**config.mk**
```make
export PLATFORM = sky130hd
export DESIGN_NAME = bin2bcd_seq
export DESIGN_NICKNAME = d
export VERILOG_FILES = /design/src/rtl/bin2bcd_seq.sv
export SDC_FILE = /design/constraint.sdc
export NUM_CORES = 1
export LEC_CHECK = 0
export BUFFER_PORTS_ARGS = -buffer_cell sky130_fd_sc_hd__buf_2
export CAP_MARGIN = 20
export CELL_PAD_IN_SITES_DETAIL_PLACEMENT = 0
export CELL_PAD_IN_SITES_GLOBAL_PLACEMENT = 1
export CORE_AREA = 4 4 92 72
export DETAILED_ROUTE_END_ITERATION = 8
export DIE_AREA = 0 0 96 76
export GPL_TIMING_DRIVEN = 0
export HOLD_SLACK_MARGIN = 0.08
export PLACE_DENSITY = 0.86
export SLEW_MARGIN = 20
export SYNTH_ARGS = -nofsm -noshare
export SYNTH_HDL_FRONTEND = slang
export SYNTH_SLANG_ARGS = --single-unit
export TNS_END_PERCENT = 1
```
**constraint.sdc**
```tcl
create_clock -name clk -period 2.7 [get_ports clk]
set_clock_uncertainty 0.15 [all_clocks]
set_input_delay 0.405 -clock clk [delete_from_list [all_inputs] [get_ports clk]]
set_output_delay 0.405 -clock clk [all_outputs]
set_load 0.02 [all_outputs]
```
**src/rtl/bin2bcd_seq.sv**
```systemverilog
// Sequential binary-to-BCD converter using shift-add-3 (double dabble),
// one input bit per clock. A start/busy/done handshake frames each
// conversion. bcd/ovf update only when a conversion completes, so a
// downstream display never shows a partial result. Values above the
// largest representable decimal saturate to all nines with ovf set.
module bin2bcd_seq #(
  parameter int BIN_WIDTH = 16,
  parameter int DIGITS    = 4
) (
  input  logic                  clk,
  input  logic                  rst_n,
  input  logic                  start,
  input  logic [BIN_WIDTH-1:0]  bin,
  output logic                  busy,
  output logic                  done,
  output logic [4*DIGITS-1:0]   bcd,
  output logic                  ovf
);

  localparam int ACC_W = 4 * DIGITS;
  localparam int SR_W  = ACC_W + BIN_WIDTH;
  localparam int CNT_W = $clog2(BIN_WIDTH + 1);

  // Largest value that fits in DIGITS decimal digits (10^DIGITS - 1).
  function automatic longint unsigned max_decimal();
    longint unsigned p;
    p = 1;
    for (int i = 0; i < DIGITS; i++) p = p * 10;
    return p - 1;
  endfunction

  localparam longint unsigned MAX_VAL = max_decimal();

  typedef enum logic [1:0] {
    IDLE   = 2'd0,
    SHIFT  = 2'd1,
    FINISH = 2'd2
  } state_e;

  state_e             state_q, state_d;
  logic [SR_W-1:0]    sr_q, sr_d;
  logic [CNT_W-1:0]   cnt_q, cnt_d;
  logic               ovf_next_q, ovf_next_d;
  logic               busy_q, busy_d;
  logic               done_q, done_d;
  logic [ACC_W-1:0]   bcd_q, bcd_d;
  logic               ovf_q, ovf_d;

  // Add 3 to every accumulator digit that is 5 or more; each digit wraps
  // within its own nibble, so no carry crosses into the next digit.
  function automatic logic [ACC_W-1:0] add3(input logic [ACC_W-1:0] acc);
    logic [ACC_W-1:0] r;
    r = acc;
    for (int d = 0; d < DIGITS; d++) begin
      if (acc[4*d +: 4] >= 4'd5) r[4*d +: 4] = acc[4*d +: 4] + 4'd3;
    end
    return r;
  endfunction

  logic [ACC_W-1:0] acc_adj;
  assign acc_adj = add3(sr_q[SR_W-1 -: ACC_W]);

  // Next-state and datapath logic for the IDLE -> SHIFT -> FINISH sequence.
  always_comb begin
    // NOTE: every variable gets a default first so no path leaves one
    // unassigned, which would otherwise infer a latch.
    state_d    = state_q;
    sr_d       = sr_q;
    cnt_d      = cnt_q;
    ovf_next_d = ovf_next_q;
    busy_d     = busy_q;
    done_d     = 1'b0;
    bcd_d      = bcd_q;
    ovf_d      = ovf_q;

    unique case (state_q)
      IDLE: begin
        if (start) begin
          sr_d       = {{ACC_W{1'b0}}, bin};
          cnt_d      = '0;
          ovf_next_d = (64'(bin) > MAX_VAL);
          busy_d     = 1'b1;
          state_d    = SHIFT;
        end
      end
      SHIFT: begin
        // Correct digits first, then shift the whole {acc, bin} left by one;
        // the top accumulator bit falls off.
        sr_d  = {acc_adj[ACC_W-2:0], sr_q[BIN_WIDTH-1:0], 1'b0};
        cnt_d = cnt_q + 1'b1;
        if (cnt_q == CNT_W'(BIN_WIDTH - 1)) state_d = FINISH;
      end
      FINISH: begin
        bcd_d   = ovf_next_q ? {DIGITS{4'h9}} : sr_q[SR_W-1 -: ACC_W];
        ovf_d   = ovf_next_q;
        done_d  = 1'b1;
        busy_d  = 1'b0;
        state_d = IDLE;
      end
      default: state_d = IDLE;
    endcase
  end

  // State register with synchronous active-low reset; reset aborts any
  // conversion in flight and clears the visible result.
  always_ff @(posedge clk) begin
    // NOTE: state is updated with non-blocking assignments so every register
    // samples the values from before this edge, independent of statement order.
    if (!rst_n) begin
      state_q    <= IDLE;
      sr_q       <= '0;
      cnt_q      <= '0;
      ovf_next_q <= 1'b0;
      busy_q     <= 1'b0;
      done_q     <= 1'b0;
      bcd_q      <= '0;
      ovf_q      <= 1'b0;
    end else begin
      state_q    <= state_d;
      sr_q       <= sr_d;
      cnt_q      <= cnt_d;
      ovf_next_q <= ovf_next_d;
      busy_q     <= busy_d;
      done_q     <= done_d;
      bcd_q      <= bcd_d;
      ovf_q      <= ovf_d;
    end
  end

  assign busy = busy_q;
  assign done = done_q;
  assign bcd  = bcd_q;
  assign ovf  = ovf_q;

endmodule

```
==> results.toml, run 1 <==
[run_status]
outcome = "finished, final reports clean"

[drt]
totalWireLength_um = 5720
num_vias = 2109
drt-initial-drc-count = 116
drc = 0
drtPass1Iterations = 4
drt-wirelength-per-cell_um = 14.0
viasPerCell = 5.16
drtAntennaViolNets = 0

[final_layout]
fill_cells = 542
antenna_cells = 0
drive_above_1_share_pct = 19.6
final_cell_area_um2 = 2990
num-nets-final = 356
syn2layout_area_growth_pct = 19.3
final_cells = 409

[clock_tree]
clockBufferDepth = 2
cts_buffers = 9
ctsHtreeMaxLevel = 3
cts_tree = "built"
clk_latency_ps = 340
clkSinkCount = 59
ctsHoldBuffers = 0
cts_setup_buffers = 0
cts_resized = 0
clk_pin_slew_ps = 70
cts_root_buf = "clkbuf_8"

[worst_setup_path]
end_kind = "register"
crit_slowest_cell = "nor2_1"
path_buf_inv = 0
reg2reg_to = "bcd[1]"
r2r_start = "state_q[1]"
r2r_slack_ps = 890
criticalPathCategory = "reg -> reg"
r2r_cells = 3
cp_max_fo = 10
crit_chain = "nand3_1 > nor2_1 > a22o_1"
critPathLaunchType = "register"
crit_family = "simple AND/OR/NAND/NOR gates"
critPathRequiredTime_ps = 2830
critPathArrivalTime_ps = 1940
cp-startpoint = "state_q[1]"
max_stage_delay_ps = 620

[logic_synthesis]
yosys.area.top_type_share_pct = 47.2
synth.mux.area_fraction_pct = 2.20
synth_cells = 280
synth_area_um2 = 2500
yosysWarnings = 0
synth-simple-area-share_pct = 17.9
synth_top_family_by_area = "compound AO/OA/AOI/OAI gates"
synthTopCellsByArea = "dfxtp_1 47%, nor2_1 6.1%, o21ai_0 5.6%, o221ai_1 5.2%, ha_1 5.0%"
postSynthRegisterBits = 59
synth_largest_area_cell = "dfxtp_1"
synth.distinct_cells = 35
synthAdderAreaFrac_pct = 5.00
yosysMostFrequentCell = "dfxtp_1"
synth_edf_count = 0
synth-compound-area-share_pct = 20.3
yosys_most_used_dff = "dfxtp_1"
synthTopCellsByCount = "59 x dfxtp_1, 41 x nor2_1, 29 x nand2_1"
synth_fp_nets = 309
synth_xor_area_share_pct = 2.45
seq_area_frac_synth_pct = 47.2
avgSynthCellArea_um2 = 8.95
synthArstFlopShare_pct = 0

[sta]
fin_crit_ps = 1810
maxSlewHeadroom_pct = 56.1
fmax_ghz = 0.552
rsz0062_at_grt = "no"
hold_violations = 0
period_share_pct = 67.1
fin_tns_setup_ps = 0
finalMaxSlewViolations = 0
finalSetupViolCount = 0
worst_pin_slew_ps = 655

[pwr]
power.total_mw = 1.94
power_density_nw_per_um2 = 650
leakagePower_nw = 1.23
peakVddDrop_uv = 233

[worst_hold_path]
hold_path_class = "in -> reg"
min_to = "sr_q[0]"
holdPathStages = 3
hp-start = "bin[0]"

[global_routing]
antenna_found_initial = 0
grt_pass1_wl_um = 9800
track_usage_pct = 17.1
grt-ovfl-total = 0
grt_pass1_vias = 2059
grt_max_degree = 11

[floorplanning]
fp.coreArea_um2 = 5740
start_util_pct = 43.7
fp.dieH_um = 76
dieWidth_um = 96
dieArea_um2 = 7300
rows = 24
ioPinCount = 38

[place]
hpwl_um = 3920
place_inst = 394
placed_cell_area_um2 = 2780
globalplace.congestion = 0.784
io_buffers = 36

[run]
drv_cap = 0
-- cells by family after synthesis --
group,after synthesis
buffers and inverters,28
XOR/XNOR,7
flip-flops,59
AND/OR/NAND/NOR,100
multiplexers,5
adder cells (fa/ha/maj),10
AO/OA/AOI/OAI,71
-- routing by layer --
layer / vias to the layer above / track usage [%] / part of all wire, %
li1: 1072 / - / -
met1: 990 / 23.3 / 51
met2: 40 / 25.4 / 44
met3: 7 / 5.33 / 4.1
met4: 0 / 5.97 / 1.2
met5: - / 0 / 0
-- power breakdown --
group | internal, mW | switching [mW] | leakage (nW)
Clock | 0.513 | 0.344 | 0.106
Sequential | 0.901 | 0.0183 | 0.480
Combinational | 0.0637 | 0.103 | 0.642
Total | 1.48 | 0.466 | 1.23
-- layout make-up --
class	count	area, um^2	area share, %
clock buffers	10	128	4.27
inverters	11	41.3	1.38
repair buffers	36	180	6.03
clock inverters	5	78.8	2.64
flip-flops and latches	59	1180	39.5
plain buffers	17	83.8	2.80
well taps	78	97.6	3.26
multi-input cells	193	1200	40.1
-- flip-flops by register name (all words and copies together) (netlist names) --
signal	count
bcd	16
busy	1
cnt_q	5
done	1
ovf	1
ovf_next_q	1
sr_q	32
state_q	2
-- worst reg2reg max path, delay by kind of cell (launching register included) --
| kind | cells | cell delay, ps |
|---|---|---|
| AOI/OAI and AO/OA | 1 | 250 |
| DFF | 1 | 420 |
| and+or+nand+nor | 2 | 940 |
-- worst max path at each step --
stage,to,slack (ps),cells after the start
finish,bcd[1],890,3
global route,bcd[1],610,4
CTS,bcd[1],850,3
detailed placement,bcd[9],650,4
global placement,bcd[2],640,4
floorplan,sr_q[18],1080,6
-- metrics by stage --
step	setup WS, ps	hold WS (ps)	util (%)
floorplan	1080	290	-
global placement	645	284	48.5
detailed placement	653	289	48.5
CTS	847	160	52.1
global route	606	159	52.1
finish	889	168	52.1
-- layout by cell type (no fill, tap or decap), types with 2 or more instances in the layout --
cell and n:
dfxtp_1 59, buf_2 43, nor2_1 41, nand2_1 29
o21ai_0 28, o221ai_1 15, inv_1 11, ha_1 10
a22o_1 9, clkbuf_8 9, clkbuf_1 8, nand3_1 7
nand2b_1 5, a21oi_1 5, nand4_1 5, and2_1 4
mux2_2 4, xnor2_1 4, o31a_1 4, and3_1 3
xor2_1 3, o31ai_1 3, a21boi_0 3, nor2b_1 2
bufinv_16 2, clkinv_2 2
Power figures use the tool's default switching activity.
==> run 2, diff against run 1 <==
--- a/config.mk
+++ b/config.mk
@@ -5,16 +5,17 @@
 export SDC_FILE = /design/constraint.sdc
 export NUM_CORES = 1
 export LEC_CHECK = 0
+export ABC_AREA = 1
 export BUFFER_PORTS_ARGS = -buffer_cell sky130_fd_sc_hd__buf_2
 export CAP_MARGIN = 20
 export CELL_PAD_IN_SITES_DETAIL_PLACEMENT = 0
 export CELL_PAD_IN_SITES_GLOBAL_PLACEMENT = 1
-export CORE_AREA = 4 4 92 72
+export CORE_AREA = 4 4 104 82
 export DETAILED_ROUTE_END_ITERATION = 8
-export DIE_AREA = 0 0 96 76
+export DIE_AREA = 0 0 108 86
 export GPL_TIMING_DRIVEN = 0
 export HOLD_SLACK_MARGIN = 0.08
-export PLACE_DENSITY = 0.86
+export PLACE_DENSITY = 0.79
 export SLEW_MARGIN = 20
 export SYNTH_ARGS = -nofsm -noshare
 export SYNTH_HDL_FRONTEND = slang
==> constraint.sdc (replaced) <==
create_clock -name clk -period 1.5 [get_ports clk]
set_clock_uncertainty 0.15 [all_clocks]
set_input_delay 0.225 -clock clk [delete_from_list [all_inputs] [get_ports clk]]
set_output_delay 0.225 -clock clk [all_outputs]
set_load 0.02 [all_outputs]
==> run 2 against run 1 <==
Against the previous run: the run now ends with negative setup slack left; worst setup slack worse by 890 ps; first-iteration DRC count is 6.0% higher; synthesized cell count is 33% higher; final cell count up 33%; critical path type unchanged; critical endpoint is now cnt_q[4]; largest power group unchanged.
==> results.toml, run 2 <==
[final_layout]
antenna_cells = 0
drive_above_1_share_pct = 21.0
fill_cells = 781
num-nets-final = 463
largest-register = "sr_q"
syn2layout_area_growth_pct = 27.5
largest_register_ffs = 32
final_cell_area_um2 = 3470
final_cells = 544
final_cell_mix = "77 x nand2_1, 53 x dfxtp_1, 42 x buf_2, 39 x inv_1, 33 x nand3_1"
final_common_cell = "nand2_1"

[clock_tree]
clk_pin_slew_ps = 70
cts_root_buf = "clkbuf_8"
clk_latency_ps = 340
clkSinkCount = 59
ctsHtreeMaxLevel = 3
clockBufferDepth = 2
cts_tree = "built"
cts_buffers = 9

[sta]
fmax_ghz = 0.666
hold_violations = 0
finalSetupViolCount = 1
maxSlewHeadroom_pct = 63.4
fin_crit_ps = 1500
finalMaxSlewViolations = 0
fin_ws_ps = -0.521
rsz0062_at_grt = "yes"
period_share_pct = 100
whs_ps = 89.4
worst_pin_slew_ps = 549

[worst_hold_path]
holdPathStages = 3
min_to = "sr_q[4]"
hold_path_class = "in -> reg"
hp-start = "bin[4]"

[drt]
drt-wirelength-per-cell_um = 12.7
drtAntennaViolNets = 0
drc = 0
viasPerCell = 4.79
drt-initial-drc-count = 123
totalWireLength_um = 6890
drtPass1Iterations = 4
num_vias = 2608

[global_routing]
grt_pass1_wl_um = 11600
grt_max_degree = 12
antenna_found_initial = 0
grt-ovfl-total = 0
track_usage_pct = 16.0
grt_pass1_vias = 2546

[worst_setup_path]
criticalPathCategory = "reg -> reg"
crit_family = "flip-flops"
path_buf_inv = 1
critPathLaunchType = "register"
critPathRequiredTime_ps = 1620
r2r_slack_ps = -0.5
critPathArrivalTime_ps = 1620
crit_slowest_cell = "dfxtp_4"
reg2reg_to = "cnt_q[4]"
end_kind = "register"
crit_chain = "ha_4 > inv_2 > nor3_4 > ha_1 > or2_1 > a21oi_2"
cp_max_fo = 4
max_stage_delay_ps = 370
r2r_cells = 6
r2r_start = "cnt_q[0]"

[place]
io_buffers = 36
hpwl_um = 4800
placed_cell_area_um2 = 3030
place_inst = 513
place_ws_ps = -98.6
globalplace.congestion = 0.800

[logic_synthesis]
avgSynthCellArea_um2 = 7.31
yosys.area.top_type_share_pct = 43.4
yosysWarnings = 0
synth_largest_area_cell = "dfxtp_1"
synth_fp_nets = 401
seq_area_frac_synth_pct = 43.4
synthTopCellsByCount = "80 x nand2_1, 59 x dfxtp_1, 43 x inv_1"
synth_cells = 372
synth_area_um2 = 2720
synthTopCellsByArea = "dfxtp_1 43%, nand2_1 11%, nand3_1 6.6%, inv_1 5.9%, a21oi_1 5.7%"
yosysMostFrequentCell = "nand2_1"
synthArstFlopShare_pct = 0
postSynthRegisterBits = 59
synth.distinct_cells = 27
yosys_most_used_dff = "dfxtp_1"
synth_edf_count = 0

[pwr]
power.total_mw = 3.44
leakagePower_nw = 1.53
power_density_nw_per_um2 = 994
peakVddDrop_uv = 528

[floorplanning]
start_util_pct = 35.8
ioPinCount = 38
dieWidth_um = 108
fp.dieH_um = 86
fp.coreArea_um2 = 7600
rows = 28
dieArea_um2 = 9290

[run_status]
violations = "negative setup slack"
outcome = "finished, violations left"

[run]
drv_cap = 0
[run 2: cell types whose count changed after synthesis, sizes merged, moves of 5 or more]
cell / previous run / this run
nand2b: 5 / 0
nand3: 7 / 37
nand2: 29 / 81
nor2: 41 / 26
a211oi: 0 / 5
o31ai: 3 / 8
o221ai: 15 / 0
a21oi: 5 / 31
inv: 11 / 47
o211ai: 1 / 9
a22o: 9 / 0
[run 2: timing repair]
action	in CTS	in global routing
endpoints found under the hold margin	15	1
setup endpoints to repair	8	25
pin swaps	0	6
resized for setup	5	23
hold buffers	15	1
buffers inserted	0	0
[run 2: kinds of logic after synthesis]
| logic type | synth area share, % |
|---|---|
| flip-flops | 43.4 |
| AO/OA/AOI/OAI | 17.2 |
| AND/OR/NAND/NOR | 24.8 |
| buffers and inverters | 9.99 |
| adder cells (fa/ha/maj) | 4.60 |
[run 2: worst max-delay path by stage]
stage / startpoint / to / slack (ps) / cells past startpoint
floorplan: cnt_q[0] / cnt_q[4] / 60 / 6
global placement: cnt_q[0] / cnt_q[4] / -120 / 6
detailed placement: cnt_q[0] / cnt_q[4] / -100 / 6
CTS: cnt_q[0] / cnt_q[4] / -20 / 6
global route: cnt_q[0] / cnt_q[4] / -80 / 6
finish: cnt_q[0] / cnt_q[4] / -0.5 / 6
[run 2: worst register-to-register path: cells and delay by family (launching register included)]
kind / cells / cell delay (ps)
buffers and inverters: 1 / 40
adder cells (fa/ha/maj): 2 / 370
AO/OA/AOI/OAI: 1 / 130
AND/OR/NAND/NOR: 2 / 370
flip-flops: 1 / 370
[run 2: final cells by class]
cell class              instances  area (um^2)  share of cell area, %
multi-input cells             248         1320                   38.2
flip-flops and latches         59         1200                   34.6
repair buffers                 52          340                   9.82
inverters                      47          176                   5.09
clock buffers                  10          138                   3.97
well taps                     105          131                   3.79
plain buffers                  17         93.8                   2.71
clock inverters                 6         63.8                   1.84
[run 2: layer usage]
layer	global-route usage (%)	vias to the layer above	wire, um
met5	0	-	0
met4	6.88	0	148
met3	5.34	14	291
met2	25.2	53	2970
met1	20.2	1183	3480
li1	-	1358	-
[run 2: power by group]
group | total [mW] | switching [mW] | internal, mW
Combinational | 0.321 | 0.195 | 0.126
Sequential | 1.65 | 0.0308 | 1.61
Clock | 1.48 | 0.666 | 0.811
Total | 3.44 | 0.892 | 2.55
[run 2: metrics by stage]
step	setup TNS [ps]	util [%]
after floorplan	0	-
after global placement	-257	39.9
after detailed placement	-229	39.9
after CTS	-20.6	44.6
after global routing	-122	45.6
final	-0.521	45.6
